[src/rtl/maxpool_l1_if.sv]
`default_nettype none
// ============================================================================
// maxpool_l1_if : control and buffer A/B port bundle for the L1 max-pool block
// Revision 1.0
// ============================================================================
interface maxpool_l1_if;
   logic        start;
   logic        busy;
   logic        done;
   logic [13:0] buf_a_addr;
   logic [7:0]  buf_a_rd_data;
   logic [11:0] buf_b_addr;
   logic [7:0]  buf_b_wr_data;
   logic        buf_b_wr_en;

   modport master (
      output start, buf_a_rd_data,
      input  busy, done, buf_a_addr, buf_b_addr, buf_b_wr_data, buf_b_wr_en
   );

   modport slave (
      input  start, buf_a_rd_data,
      output busy, done, buf_a_addr, buf_b_addr, buf_b_wr_data, buf_b_wr_en
   );
endinterface
`default_nettype wire

[src/rtl/maxpool_l1.sv]
`default_nettype none
// ============================================================================
// maxpool_l1 : 2x2/stride-2 signed int8 max-pool sequencer, buffer A -> buffer B
// Revision 1.0
// ============================================================================
module maxpool_l1 #(
   parameter int CH    = 16,
   parameter int IN_W  = 26,
   parameter int OUT_W = 13
) (
   input  logic          clk,
   input  logic          rst,
   maxpool_l1_if.slave   pool_bus
);

   localparam int          c_XW       = $clog2(OUT_W);
   localparam int          c_CW       = (CH > 1) ? $clog2(CH) : 1;
   localparam logic [13:0] c_ROW      = 14'(IN_W);
   localparam logic [13:0] c_ROW_STEP = 14'(IN_W + 2);
   localparam logic [c_XW-1:0] c_X_LAST = c_XW'(OUT_W - 1);
   localparam logic [c_CW-1:0] c_C_LAST = c_CW'(CH - 1);

   typedef enum logic [2:0] {
      S_IDLE = 3'd0,
      S_A0   = 3'd1,
      S_A1   = 3'd2,
      S_A2   = 3'd3,
      S_A3   = 3'd4,
      S_WR   = 3'd5,
      S_DONE = 3'd6
   } state_t;

   state_t          state_q, state_d;
   logic [13:0]     p0_q, p0_d;
   logic [13:0]     a_addr_q, a_addr_d;
   logic [11:0]     out_q, out_d;
   logic [c_XW-1:0] ox_q, ox_d, oy_q, oy_d;
   logic [c_CW-1:0] c_q, c_d;
   logic [7:0]      m_q, m_d;

   logic [7:0]      rd_data;
   logic [7:0]      tap_max;
   logic            ox_last, oy_last, pass_last;
   logic            wr_en;
   logic [7:0]      wr_data;

   assign rd_data   = pool_bus.buf_a_rd_data;
   assign tap_max   = ($signed(rd_data) > $signed(m_q)) ? rd_data : m_q;
   assign ox_last   = (ox_q == c_X_LAST);
   assign oy_last   = (oy_q == c_X_LAST);
   assign pass_last = ox_last && oy_last && (c_q == c_C_LAST);

   always_comb begin
      state_d  = state_q;
      p0_d     = p0_q;
      a_addr_d = a_addr_q;
      out_d    = out_q;
      ox_d     = ox_q;
      oy_d     = oy_q;
      c_d      = c_q;
      m_d      = m_q;
      wr_en    = 1'b0;
      wr_data  = 8'h00;

      case (state_q)
         S_IDLE: begin
            if (pool_bus.start) begin
               p0_d    = '0;
               out_d   = '0;
               ox_d    = '0;
               oy_d    = '0;
               c_d     = '0;
               state_d = S_A0;
            end
         end
         S_A0: begin
            a_addr_d = p0_q;
            state_d  = S_A1;
         end
         S_A1: begin
            a_addr_d = p0_q + 14'd1;
            m_d      = rd_data;
            state_d  = S_A2;
         end
         S_A2: begin
            a_addr_d = p0_q + c_ROW;
            m_d      = tap_max;
            state_d  = S_A3;
         end
         S_A3: begin
            a_addr_d = p0_q + c_ROW + 14'd1;
            m_d      = tap_max;
            state_d  = S_WR;
         end
         S_WR: begin
            wr_en   = 1'b1;
            wr_data = tap_max;
            // Counters freeze on the final output so buf_b_addr never passes the last index.
            if (pass_last) begin
               state_d = S_DONE;
            end else begin
               state_d = S_A0;
               out_d   = out_q + 12'd1;
               if (ox_last) begin
                  ox_d = '0;
                  p0_d = p0_q + c_ROW_STEP;
                  if (oy_last) begin
                     oy_d = '0;
                     c_d  = c_q + c_CW'(1);
                  end else begin
                     oy_d = oy_q + c_XW'(1);
                  end
               end else begin
                  ox_d = ox_q + c_XW'(1);
                  p0_d = p0_q + 14'd2;
               end
            end
         end
         S_DONE: begin
            state_d = S_IDLE;
         end
         default: begin
            state_d = S_IDLE;
         end
      endcase
   end

   always_ff @(posedge clk) begin
      if (rst) begin
         state_q  <= S_IDLE;
         p0_q     <= '0;
         a_addr_q <= '0;
         out_q    <= '0;
         ox_q     <= '0;
         oy_q     <= '0;
         c_q      <= '0;
         m_q      <= '0;
      end else begin
         state_q  <= state_d;
         p0_q     <= p0_d;
         a_addr_q <= a_addr_d;
         out_q    <= out_d;
         ox_q     <= ox_d;
         oy_q     <= oy_d;
         c_q      <= c_d;
         m_q      <= m_d;
      end
   end

   // Write strobe is masked by rst so a reset landing on a WR cycle never commits a write.
   assign pool_bus.buf_b_wr_en   = wr_en && !rst;
   assign pool_bus.buf_b_wr_data = wr_data;
   assign pool_bus.buf_b_addr    = out_q;
   assign pool_bus.buf_a_addr    = a_addr_d;
   assign pool_bus.busy          = (state_q != S_IDLE) && (state_q != S_DONE);
   assign pool_bus.done          = (state_q == S_DONE);

endmodule
`default_nettype wire

[src/flat_wrapper.sv]
// flat-port wrapper written by rule: the top's interface ports become plain ports
module maxpool_l1_flat 
#(
   parameter int CH    = 16,
   parameter int IN_W  = 26,
   parameter int OUT_W = 13
)
  (clk, rst, pool_bus_start, pool_bus_buf_a_rd_data, pool_bus_busy, pool_bus_done, pool_bus_buf_a_addr, pool_bus_buf_b_addr, pool_bus_buf_b_wr_data, pool_bus_buf_b_wr_en);
  maxpool_l1_if pool_bus_i ();
  input  logic clk;
  input  logic rst;
  input wire logic [$bits(pool_bus_i.start)-1:0] pool_bus_start;
  input wire logic [$bits(pool_bus_i.buf_a_rd_data)-1:0] pool_bus_buf_a_rd_data;
  output wire logic [$bits(pool_bus_i.busy)-1:0] pool_bus_busy;
  output wire logic [$bits(pool_bus_i.done)-1:0] pool_bus_done;
  output wire logic [$bits(pool_bus_i.buf_a_addr)-1:0] pool_bus_buf_a_addr;
  output wire logic [$bits(pool_bus_i.buf_b_addr)-1:0] pool_bus_buf_b_addr;
  output wire logic [$bits(pool_bus_i.buf_b_wr_data)-1:0] pool_bus_buf_b_wr_data;
  output wire logic [$bits(pool_bus_i.buf_b_wr_en)-1:0] pool_bus_buf_b_wr_en;
  assign pool_bus_i.start = pool_bus_start;
  assign pool_bus_i.buf_a_rd_data = pool_bus_buf_a_rd_data;
  assign pool_bus_busy = pool_bus_i.busy;
  assign pool_bus_done = pool_bus_i.done;
  assign pool_bus_buf_a_addr = pool_bus_i.buf_a_addr;
  assign pool_bus_buf_b_addr = pool_bus_i.buf_b_addr;
  assign pool_bus_buf_b_wr_data = pool_bus_i.buf_b_wr_data;
  assign pool_bus_buf_b_wr_en = pool_bus_i.buf_b_wr_en;
  maxpool_l1 #(.CH(CH), .IN_W(IN_W), .OUT_W(OUT_W)) u_core (.clk(clk), .rst(rst), .pool_bus(pool_bus_i));
endmodule
[config.mk]
export PLATFORM = sky130hd
export DESIGN_NAME = maxpool_l1_flat
export DESIGN_NICKNAME = d
export VERILOG_FILES = /design/src/rtl/maxpool_l1_if.sv /design/src/rtl/maxpool_l1.sv /design/src/flat_wrapper.sv
export SDC_FILE = /design/constraint.sdc
export NUM_CORES = 1
export LEC_CHECK = 0
export ABC_AREA = 1
export BUFFER_PORTS_ARGS = -buffer_cell sky130_fd_sc_hd__buf_2
export CORE_AREA = 2 2 97 99
export DETAILED_ROUTE_END_ITERATION = 8
export DIE_AREA = 0 0 99 101
export PLACE_DENSITY_LB_ADDON = 0.25
export SYNTH_ARGS = -nofsm -noshare
export SYNTH_HDL_FRONTEND = slang
export SYNTH_SLANG_ARGS = --single-unit
[constraint.sdc]
create_clock -name clk -period 4.7 [get_ports clk]
set_clock_uncertainty 0.05 [all_clocks]
set_input_delay 0.235 -clock clk [delete_from_list [all_inputs] [get_ports clk]]
set_output_delay 0.235 -clock clk [all_outputs]
set_load 0.03 [all_outputs]
==> results of run 1 <==
==> logic make-up (layout without fill, tap and decap cells) <==
| group | count (synthesis) | in the layout | synth area share (%) |
|---|---|---|---|
| simple gates | 246 | 246 | 30.8 |
| fa+ha+maj | 18 | 18 | 6.38 |
| compound gates | 108 | 108 | 17.3 |
| flops | 62 | 62 | 35.2 |
| buf+inv | 87 | 138 | 9.60 |
| xor+xnor | 3 | 3 | 0.744 |
==> worst max-delay path by stage <==
stage,start,to,cells after the start
floorplan,u_core.m_q[7],pool_bus_buf_b_wr_data[2],10
global placement,u_core.state_q[0],pool_bus_buf_a_addr[13],10
detailed placement,u_core.state_q[0],pool_bus_buf_a_addr[13],10
CTS,u_core.state_q[0],pool_bus_buf_a_addr[13],10
global route,u_core.state_q[2],pool_bus_buf_a_addr[13],9
finish,u_core.state_q[0],pool_bus_buf_a_addr[13],10
==> report_power, final <==
part	internal, mW	total, mW	switching (mW)
Combinational	0.112	0.399	0.286
Clock	0.255	0.467	0.212
Sequential	0.559	0.579	0.0198
Total	0.926	1.44	0.518
==> area by class of cell <==
class / count / area, um2
Clock buffer: 11 / 141
Clock inverter: 4 / 47.5
Fill cell: 942 / 4940
Inverter: 76 / 285
Multi-Input combinational cell: 375 / 1950
Sequential cell: 62 / 1240
Tap cell: 111 / 139
Timing Repair Buffer: 47 / 235
==> layer usage <==
metal / wire (um) / up-vias
met5: 0 / -
met4: 140 / 0
met3: 421 / 12
met2: 3980 / 76
met1: 4370 / 1585
li1: - / 1834
==> flip-flops by register name, summed over array words and instances (netlist names) <==
name,flops
u_core.ox_q,4
u_core.m_q,8
u_core.oy_q,4
u_core.pool_bus.buf_b_addr,12
u_core.c_q,4
u_core.p0_q,13
u_core.a_addr_q,14
u_core.state_q,3
==> cells in the final DEF (no fill, tap or decap), types with 5 or more instances in the layout <==
cell	synthesis	routed
ha_1	18	18
nor3_1	18	18
buf_2	4	47
o21ai_0	31	31
nand2_1	116	116
dfxtp_1	62	62
nand4_1	13	13
a22oi_1	7	7
a21oi_1	50	50
nor2_1	51	51
clkbuf_8	0	10
inv_1	72	72
nand3_1	32	32
a31oi_1	5	5
==> through the flow <==
stage	setup WS (ps)	power [mW]	hold WS (ps)	util, %	area (um2)
4_1_cts	1480	1.46	165	45.0	4040
6_report	1490	1.44	168	45.0	4040
3_5_place_dp	1850	0.990	404	42.9	3850
2_1_floorplan	2510	0.893	384	-	3530
3_3_place_gp	1980	0.986	396	42.9	3850
5_1_grt	1160	1.53	180	45.0	4040
==> critical path, delay by kind of cell, from the launching register on <==
| family | cells | cell delay, ps |
|---|---|---|
| buf+inv | 5 | 810 |
| compound gates | 1 | 300 |
| simple gates | 4 | 1090 |
| flops | 1 | 380 |
==> results.json, run 1 <==
{
  "power_density_mw_per_mm2": 357,
  "vias": 3507,
  "die_x_um": 99,
  "cts_hold_buf": 0,
  "drt_iter0_markers": 172,
  "fin_crit_sh_pct": 68.2,
  "min_from": "pool_bus_buf_a_rd_data[0]",
  "grt_use_total_pct": 18.2,
  "cp-end-kind": "primary output",
  "final_cells": 686,
  "ant_nets": 0,
  "slowest_stage": "nor2_2",
  "synth-edff-count": 0,
  "drv_cap": 0,
  "fin_nets": 600,
  "critical_path_required_ps": 4410,
  "clock.fmax_mhz": 312,
  "rows": 35,
  "setup_viol": 0,
  "critPathLaunchType": "flip-flop",
  "antenna_cells": 0,
  "synth_warnings": 0,
  "cts_setup_buffers": 0,
  "cpPeakStageDelay_ps": 620,
  "use_met1_pct": 23.0,
  "htreeDepth": 3,
  "yosysTopAreaCellShare_pct": 35.2,
  "grt_util_met2_pct": 31.2,
  "worst_pin_slew_ps": 707,
  "grt_pass1_vias": 3309,
  "io_pins": 48,
  "run_status": "finished, final reports clean",
  "grt_start_max_net_pins": 30,
  "worstPathCellList": "nor2_1, inv_1, nand2_1, nand2_1, inv_1, nor2_2, inv_2, o21ai_0, inv_1, buf_2",
  "slew_violations": 0,
  "syn_avg_cell_area_um2": 6.74,
  "cpMostUsedCell": "inv_1",
  "wirelength_um": 8910,
  "reg2reg_from": "u_core.state_q[0]",
  "period_needed_ps": 3210,
  "r2r_end": "u_core.a_addr_q[13]",
  "initial_core_util_pct": 39.3,
  "chipHeight_um": 101,
  "ys_seq_elements": 62,
  "place.gp.congestion": 0.875,
  "cp_max_fo": 16,
  "async_flop_share_pct": 0,
  "cts_resized": 0,
  "yosysMostFrequentCell": "nand2_1",
  "clock-root-buffer": "clkbuf_8",
  "synth-seq-area-share_pct": 35.2,
  "grt_pass1_wl_um": 14900,
  "synth_area_leader_cell": "dfxtp_1",
  "area_growth_pct": 14.4,
  "cts.clk_slew.worst_paths_ps": 70,
  "dp_hpwl_um": 6550,
  "relSlewSlack_pct": 52.8,
  "vias_per_cell": 5.11,
  "top_usage_layer": "met2",
  "ys.flop_type": "dfxtp_1",
  "leakagePower_nw": 1.83,
  "coreArea_mm2": 0.00898,
  "wl_per_cell_um": 13.0,
  "drive_gt1_share_pct": 13.9,
  "antenna_found_initial": 0,
  "finalSetupTns_ps": 0,
  "clock-sinks": 62,
  "cts_buffers": 9,
  "final-hold-violation-count": 0,
  "drc_errors": 0,
  "grtUsageMet3_pct": 2.98,
  "vdd_ir_drop_max_v": 0.000193,
  "arrival_ps": 2920,
  "synth_nets": 553,
  "yosys-top-cells-area": "dfxtp_1 35%, nand2_1 12%, inv_1 7.7%",
  "clk_latency_ps": 340,
  "dp_cells": 671,
  "holdPathEnd": "u_core.m_q[0]",
  "rsz0062_at_grt": "no",
  "cts_max_path_buffers": 2,
  "worst-setup-path-type": "flip-flop to primary output",
  "synth_cell_types": 37,
  "synth_common_cells": "116 x nand2_1, 72 x inv_1, 62 x dfxtp_1",
  "grt_overflow": 0,
  "syn_area_mm2": 0.00353,
  "r2r_cells": 9,
  "synthCells": 524,
  "min_path_cells": 3,
  "port_buffers": 47,
  "firstDrtPassIters": 5,
  "cts_tree": "done",
  "reg2reg_slack_ps": 2110,
  "hp-class": "input port to flip-flop",
  "die-area_mm2": 0.0100
}
Power figures use the tool's default switching activity.
==> run 2, diff against run 1 <==
==> constraint.sdc (replaced) <==
create_clock -name clk -period 3.34 [get_ports clk]
set_clock_uncertainty 0.05 [all_clocks]
set_input_delay 0.167 -clock clk [delete_from_list [all_inputs] [get_ports clk]]
set_output_delay 0.167 -clock clk [all_outputs]
set_load 0.03 [all_outputs]
==> run 2 against run 1 <==
Cell count is 0.44% higher. Clock-buffer cell count is 1 higher. Combinational power rose by 42%. Worst setup slack worse by 1100 ps. Clock power is 56% higher. Non-clock buffer count is 2 higher. Die area did not move. Highest routed layer unchanged. Cell area is 1.0% higher. Power increased by 46%.
==> results.json, run 2 (synthesized netlist as in run 1, its figures left out) <==
{
  "run_status": "finished, final reports clean",
  "power.switching_mw": 0.721,
  "p_seq_share_pct": 38.6,
  "clock-root-buffer": "clkbuf_8",
  "endpoint": "pool_bus_buf_a_addr[5]",
  "grt_start_max_net_pins": 29,
  "cts_max_path_buffers": 2,
  "cts_tree": "done",
  "slew_violations": 0,
  "slowest_stage": "nor2_2",
  "wirelength_um": 8900,
  "port_buffers": 47,
  "htreeDepth": 3,
  "area_growth_pct": 15.6,
  "firstDrtPassIters": 4,
  "drive_gt1_share_pct": 14.2,
  "setup_viol": 0,
  "cts_hold_buf": 0,
  "finalWorstSetupSlack_ps": 421,
  "vias_per_cell": 5.12,
  "seq_area_mm2": 0.00124,
  "antenna_cells": 0,
  "route.met3.wl_um": 388,
  "clock-sinks": 62,
  "critical_path_required_ps": 3120,
  "power_density_mw_per_mm2": 516,
  "regMostFlops": "u_core.a_addr_q",
  "worst_pin_slew_ps": 654,
  "internal_power_mw": 1.39,
  "fin_nets": 602,
  "drc_errors": 0,
  "rows": 35,
  "final-hold-violation-count": 0,
  "sw_frac_of_total_pct": 34.2,
  "cp-end-kind": "primary output",
  "wl_met2_um": 4070,
  "grt_use_total_pct": 18.8,
  "r2r_end": "u_core.a_addr_q[5]",
  "worstPathCellList": "nor2_1, inv_1, nand2_1, nand2_1, buf_4, inv_1, nor2_2, inv_2, o311ai_0, nand2_1, buf_2",
  "wl_per_cell_um": 12.9,
  "reg2reg_from": "u_core.state_q[0]",
  "critPathTopFamily": "simple AND/OR/NAND/NOR gates",
  "antenna_found_initial": 0,
  "startpoint": "u_core.state_q[0]",
  "cp.depth": 11,
  "worst-setup-path-type": "flip-flop to primary output",
  "die_x_um": 99,
  "chipHeight_um": 101,
  "mostFrequentLayoutCells": "116 x nand2_1, 72 x inv_1, 62 x dfxtp_1",
  "clk_latency_ps": 340,
  "cts_setup_buffers": 0,
  "cpMostUsedCell": "nand2_1",
  "vdd_ir_drop_max_v": 0.000228,
  "cpPeakStageDelay_ps": 570,
  "crit_buf_inv": 5,
  "multi_input_area_mm2": 0.00195,
  "largest_reg_flops": 14,
  "grt_pass1_wl_um": 15300,
  "cts_resized": 0,
  "leakagePower_nw": 1.86,
  "reg2reg_slack_ps": 970,
  "finalSetupTns_ps": 0,
  "cp_max_fo": 16,
  "relSlewSlack_pct": 56.3,
  "layout_commonest_cell": "nand2_1",
  "coreArea_mm2": 0.00898,
  "place.gp.congestion": 0.890,
  "rsz0062_at_grt": "no",
  "top_layer": "met4",
  "cts_buffers": 9,
  "clockPowerShare_pct": 34.6,
  "place_ws_ps": 762,
  "clock.fmax_mhz": 343,
  "pwr-share-comb_pct": 26.8,
  "die-area_mm2": 0.0100,
  "arrival_ps": 2700,
  "drv_cap": 0,
  "grt_pass1_vias": 3346,
  "cts.clk_slew.worst_paths_ps": 70,
  "m1WireLength_um": 4300,
  "io_pins": 48,
  "r2r_cells": 10,
  "initial_core_util_pct": 39.3,
  "drt_iter0_markers": 222,
  "vias": 3528,
  "period_needed_ps": 2920,
  "dp_hpwl_um": 6540,
  "grt_overflow": 0,
  "hp-class": "input port to flip-flop",
  "fin_crit_sh_pct": 87.4,
  "critPathLaunchType": "flip-flop",
  "ant_nets": 0,
  "n_fill_cell": 949
}
-- run 2: cell types whose count changed in the layout (fill, tap and decap cells not counted), sizes merged --
| cell | before | now |
|---|---|---|
| clkbuf | 11 | 12 |
| clkinvlp | 1 | 0 |
| buf | 47 | 49 |
| bufinv | 1 | 2 |
-- run 2: worst min path at each step --
stage / from / end / depth (start not counted)
4_1_cts: pool_bus_buf_a_rd_data[0] / u_core.m_q[0] / 3
3_5_place_dp: u_core.pool_bus.buf_b_addr[11] / u_core.pool_bus.buf_b_addr[11] / 2
6_report: pool_bus_buf_a_rd_data[0] / u_core.m_q[0] / 3
3_3_place_gp: u_core.pool_bus.buf_b_addr[11] / u_core.pool_bus.buf_b_addr[11] / 2
2_1_floorplan: rst / u_core.p0_q[1] / 3
5_1_grt: pool_bus_buf_a_rd_data[0] / u_core.m_q[0] / 3
-- run 2: power by group through the flow --
stage	Clock (mW)	Sequential (mW)	Combinational, mW
4_1_cts	0.747	0.814	0.568
6_report	0.728	0.814	0.565
3_3_place_gp	0	0.829	0.560
5_1_grt	0.775	0.820	0.645
3_5_place_dp	0	0.831	0.564
2_1_floorplan	0	0.828	0.428
-- run 2: cell type report --
class | instances | share of cell area (%)
timing repair buffer | 49 | 6.13
tap | 111 | 3.40
multi-input combinational | 375 | 47.8
clock inverter | 4 | 1.72
clock buffer | 12 | 3.56
inverter | 76 | 6.99
sequential | 62 | 30.4
-- run 2: per-stage QoR --
stage                     power (mW)  hold slack [ps]  utilization [%]  cell area (um2)  instances
final                           2.11              101             45.5             4080        689
after global routing            2.24              110             45.5             4080        689
after CTS                       2.13             92.2             45.5             4080        689
after detailed placement        1.39              407             43.1             3870        673
after global placement          1.39              395             43.1             3870        673
after floorplan                 1.26              316                -             3530        524
-- run 2: worst register-to-register path, cell delays in order (launching register included) --
cell,delay [ps]
dfxtp_1,390
nor2_1,90
inv_1,80
nand2_1,60
nand2_1,70
buf_4,170
inv_1,200
nor2_2,570
inv_2,200
o311ai_0,220
a21oi_1,120
-- run 2: routing by layer --
| layer | global-route usage, % | vias to the layer above |
|---|---|---|
| li1 | - | 1837 |
| met3 | 3.33 | 18 |
| met4 | 6.85 | 0 |
| met1 | 23.4 | 1594 |
| met2 | 32.5 | 79 |
| met5 | 0 | - |
==> run 3, diff against run 2 <==
--- a/config.mk
+++ b/config.mk
@@ -7,9 +7,9 @@
 export LEC_CHECK = 0
 export ABC_AREA = 1
 export BUFFER_PORTS_ARGS = -buffer_cell sky130_fd_sc_hd__buf_2
-export CORE_AREA = 2 2 97 99
+export CORE_AREA = 2 2 92 94
 export DETAILED_ROUTE_END_ITERATION = 8
-export DIE_AREA = 0 0 99 101
+export DIE_AREA = 0 0 94 96
 export PLACE_DENSITY_LB_ADDON = 0.25
 export SYNTH_ARGS = -nofsm -noshare
 export SYNTH_HDL_FRONTEND = slang
==> run 3 against run 2 <==
Maximum frequency up 1.6%. Non-clock buffer count unchanged. Via count up 1.2%. Global-route usage up 1.6 points. Flip-flop and latch count unchanged. Clock-buffer cell count down 2. Cell area down 1.7%. Cell count down 1.0%. Critical endpoint unchanged.
==> results.json, run 3 (synthesized netlist as in run 1, its figures left out) <==
{
  "wl_met2_um": 4080,
  "r2r_cells": 9,
  "cts_max_path_buffers": 2,
  "grt_pass1_wl_um": 14800,
  "chipHeight_um": 96,
  "sw_frac_of_total_pct": 37.7,
  "grt_use_total_pct": 20.4,
  "ant_nets": 0,
  "place.gp.congestion": 0.814,
  "vdd_ir_drop_max_v": 0.000289,
  "cts_setup_buffers": 0,
  "clock-sinks": 62,
  "io_pins": 48,
  "clockPowerShare_pct": 29.0,
  "antenna_found_initial": 0,
  "run_status": "finished, final reports clean",
  "grt_start_max_net_pins": 30,
  "regMostFlops": "u_core.a_addr_q",
  "power_density_mw_per_mm2": 483,
  "worst-setup-path-type": "flip-flop to primary output",
  "setup_viol": 0,
  "final-hold-violation-count": 0,
  "firstDrtPassIters": 5,
  "drv_cap": 0,
  "route.met3.wl_um": 449,
  "critPathTopFamily": "buffers and inverters",
  "drt_iter0_markers": 159,
  "finalSetupTns_ps": 0,
  "slowest_stage": "inv_1",
  "leakagePower_nw": 1.83,
  "coreArea_mm2": 0.00805,
  "wirelength_um": 8670,
  "port_buffers": 47,
  "largest_reg_flops": 14,
  "cpPeakStageDelay_ps": 410,
  "clock-root-buffer": "clkbuf_8",
  "layout_commonest_cell": "nand2_1",
  "area_growth_pct": 13.7,
  "m1WireLength_um": 3970,
  "die-area_mm2": 0.00902,
  "critical_path_required_ps": 3120,
  "dp_hpwl_um": 6400,
  "top_layer": "met4",
  "rows": 33,
  "rsz0062_at_grt": "no",
  "arrival_ps": 2660,
  "finalPower_mw": 1.94,
  "wl_per_cell_um": 12.7,
  "worst_pin_slew_ps": 672,
  "cts_resized": 0,
  "relSlewSlack_pct": 54.7,
  "htreeDepth": 3,
  "slew_violations": 0,
  "initial_core_util_pct": 43.9,
  "cp_max_fo": 12,
  "cts.clk_slew.worst_paths_ps": 70,
  "vias_per_cell": 5.24,
  "min_path_cells": 3,
  "vias": 3571,
  "cts_buffers": 9,
  "fin_crit_sh_pct": 86.0,
  "crit_buf_inv": 4,
  "cp-end-kind": "primary output",
  "power.switching_mw": 0.731,
  "drc_errors": 0,
  "internal_power_mw": 1.21,
  "grt_pass1_vias": 3382,
  "die_x_um": 94,
  "fin_nets": 602,
  "clk_latency_ps": 340,
  "hp-class": "input port to flip-flop",
  "cts_hold_buf": 0,
  "drive_gt1_share_pct": 14.2,
  "grt_overflow": 0,
  "cp.depth": 9,
  "cts_tree": "done",
  "pwr-share-comb_pct": 29.1,
  "mostFrequentLayoutCells": "116 x nand2_1, 72 x inv_1, 62 x dfxtp_1",
  "p_seq_share_pct": 42.0,
  "critPathLaunchType": "flip-flop",
  "worstPathCellList": "inv_1, o21ai_1, nand2_1, inv_1, nor2_2, inv_2, o311ai_0, nand2_1, buf_2",
  "period_needed_ps": 2870,
  "antenna_cells": 0,
  "clock.fmax_mhz": 348
}
[run 3: cell type report]
cell class | instances | area (um2)
Sequential cell | 62 | 1240
Fill cell | 798 | 4040
Timing Repair Buffer | 49 | 250
Multi-Input combinational cell | 375 | 1950
Clock buffer | 10 | 128
Clock inverter | 5 | 27.5
Tap cell | 105 | 131
Inverter | 76 | 285
[run 3: layer usage]
metal / GRT usage, % / vias to the layer above
met2: 36.8 / 86
met5: 0 / -
met1: 24.1 / 1634
met3: 3.68 / 20
li1: - / 1831
met4: 7.85 / 0
[run 3: worst min-delay path, cell delays in order]
cell and delay, ps:
buf_2 90, a22oi_1 70, a21oi_1 140
[run 3: path summary, 6_finish.rpt]
kind	slack (ps)	endpoint	from
worst max-delay path	470	pool_bus_buf_a_addr[5]	u_core.state_q[0]
worst min-delay path	110	u_core.m_q[0]	pool_bus_buf_a_rd_data[0]
worst max register to register	1030	u_core.a_addr_q[10]	u_core.state_q[2]
worst min register to register	410	u_core.pool_bus.buf_b_addr[11]	u_core.pool_bus.buf_b_addr[11]
[run 3: metrics by stage]
| step | worst slack (ps) | utilization [%] | hold WS (ps) | std cells | cell area (um2) |
|---|---|---|---|---|---|
| after floorplan | 1220 | - | 316 | 524 | 3530 |
| after global placement | 946 | 47.9 | 401 | 667 | 3860 |
| after detailed placement | 830 | 47.9 | 399 | 667 | 3860 |
| after CTS | 456 | 49.9 | 116 | 682 | 4010 |
| after global routing | 164 | 49.9 | 137 | 682 | 4010 |
| final | 468 | 49.9 | 113 | 682 | 4010 |
[run 3: power by group through the flow]
stage / clock network (mW) / logic, mW / registers, mW
after global routing: 0.597 / 0.642 / 0.820
after CTS: 0.571 / 0.567 / 0.814
after global placement: 0 / 0.554 / 0.830
after floorplan: 0 / 0.428 / 0.828
after detailed placement: 0 / 0.563 / 0.831
final: 0.562 / 0.564 / 0.814
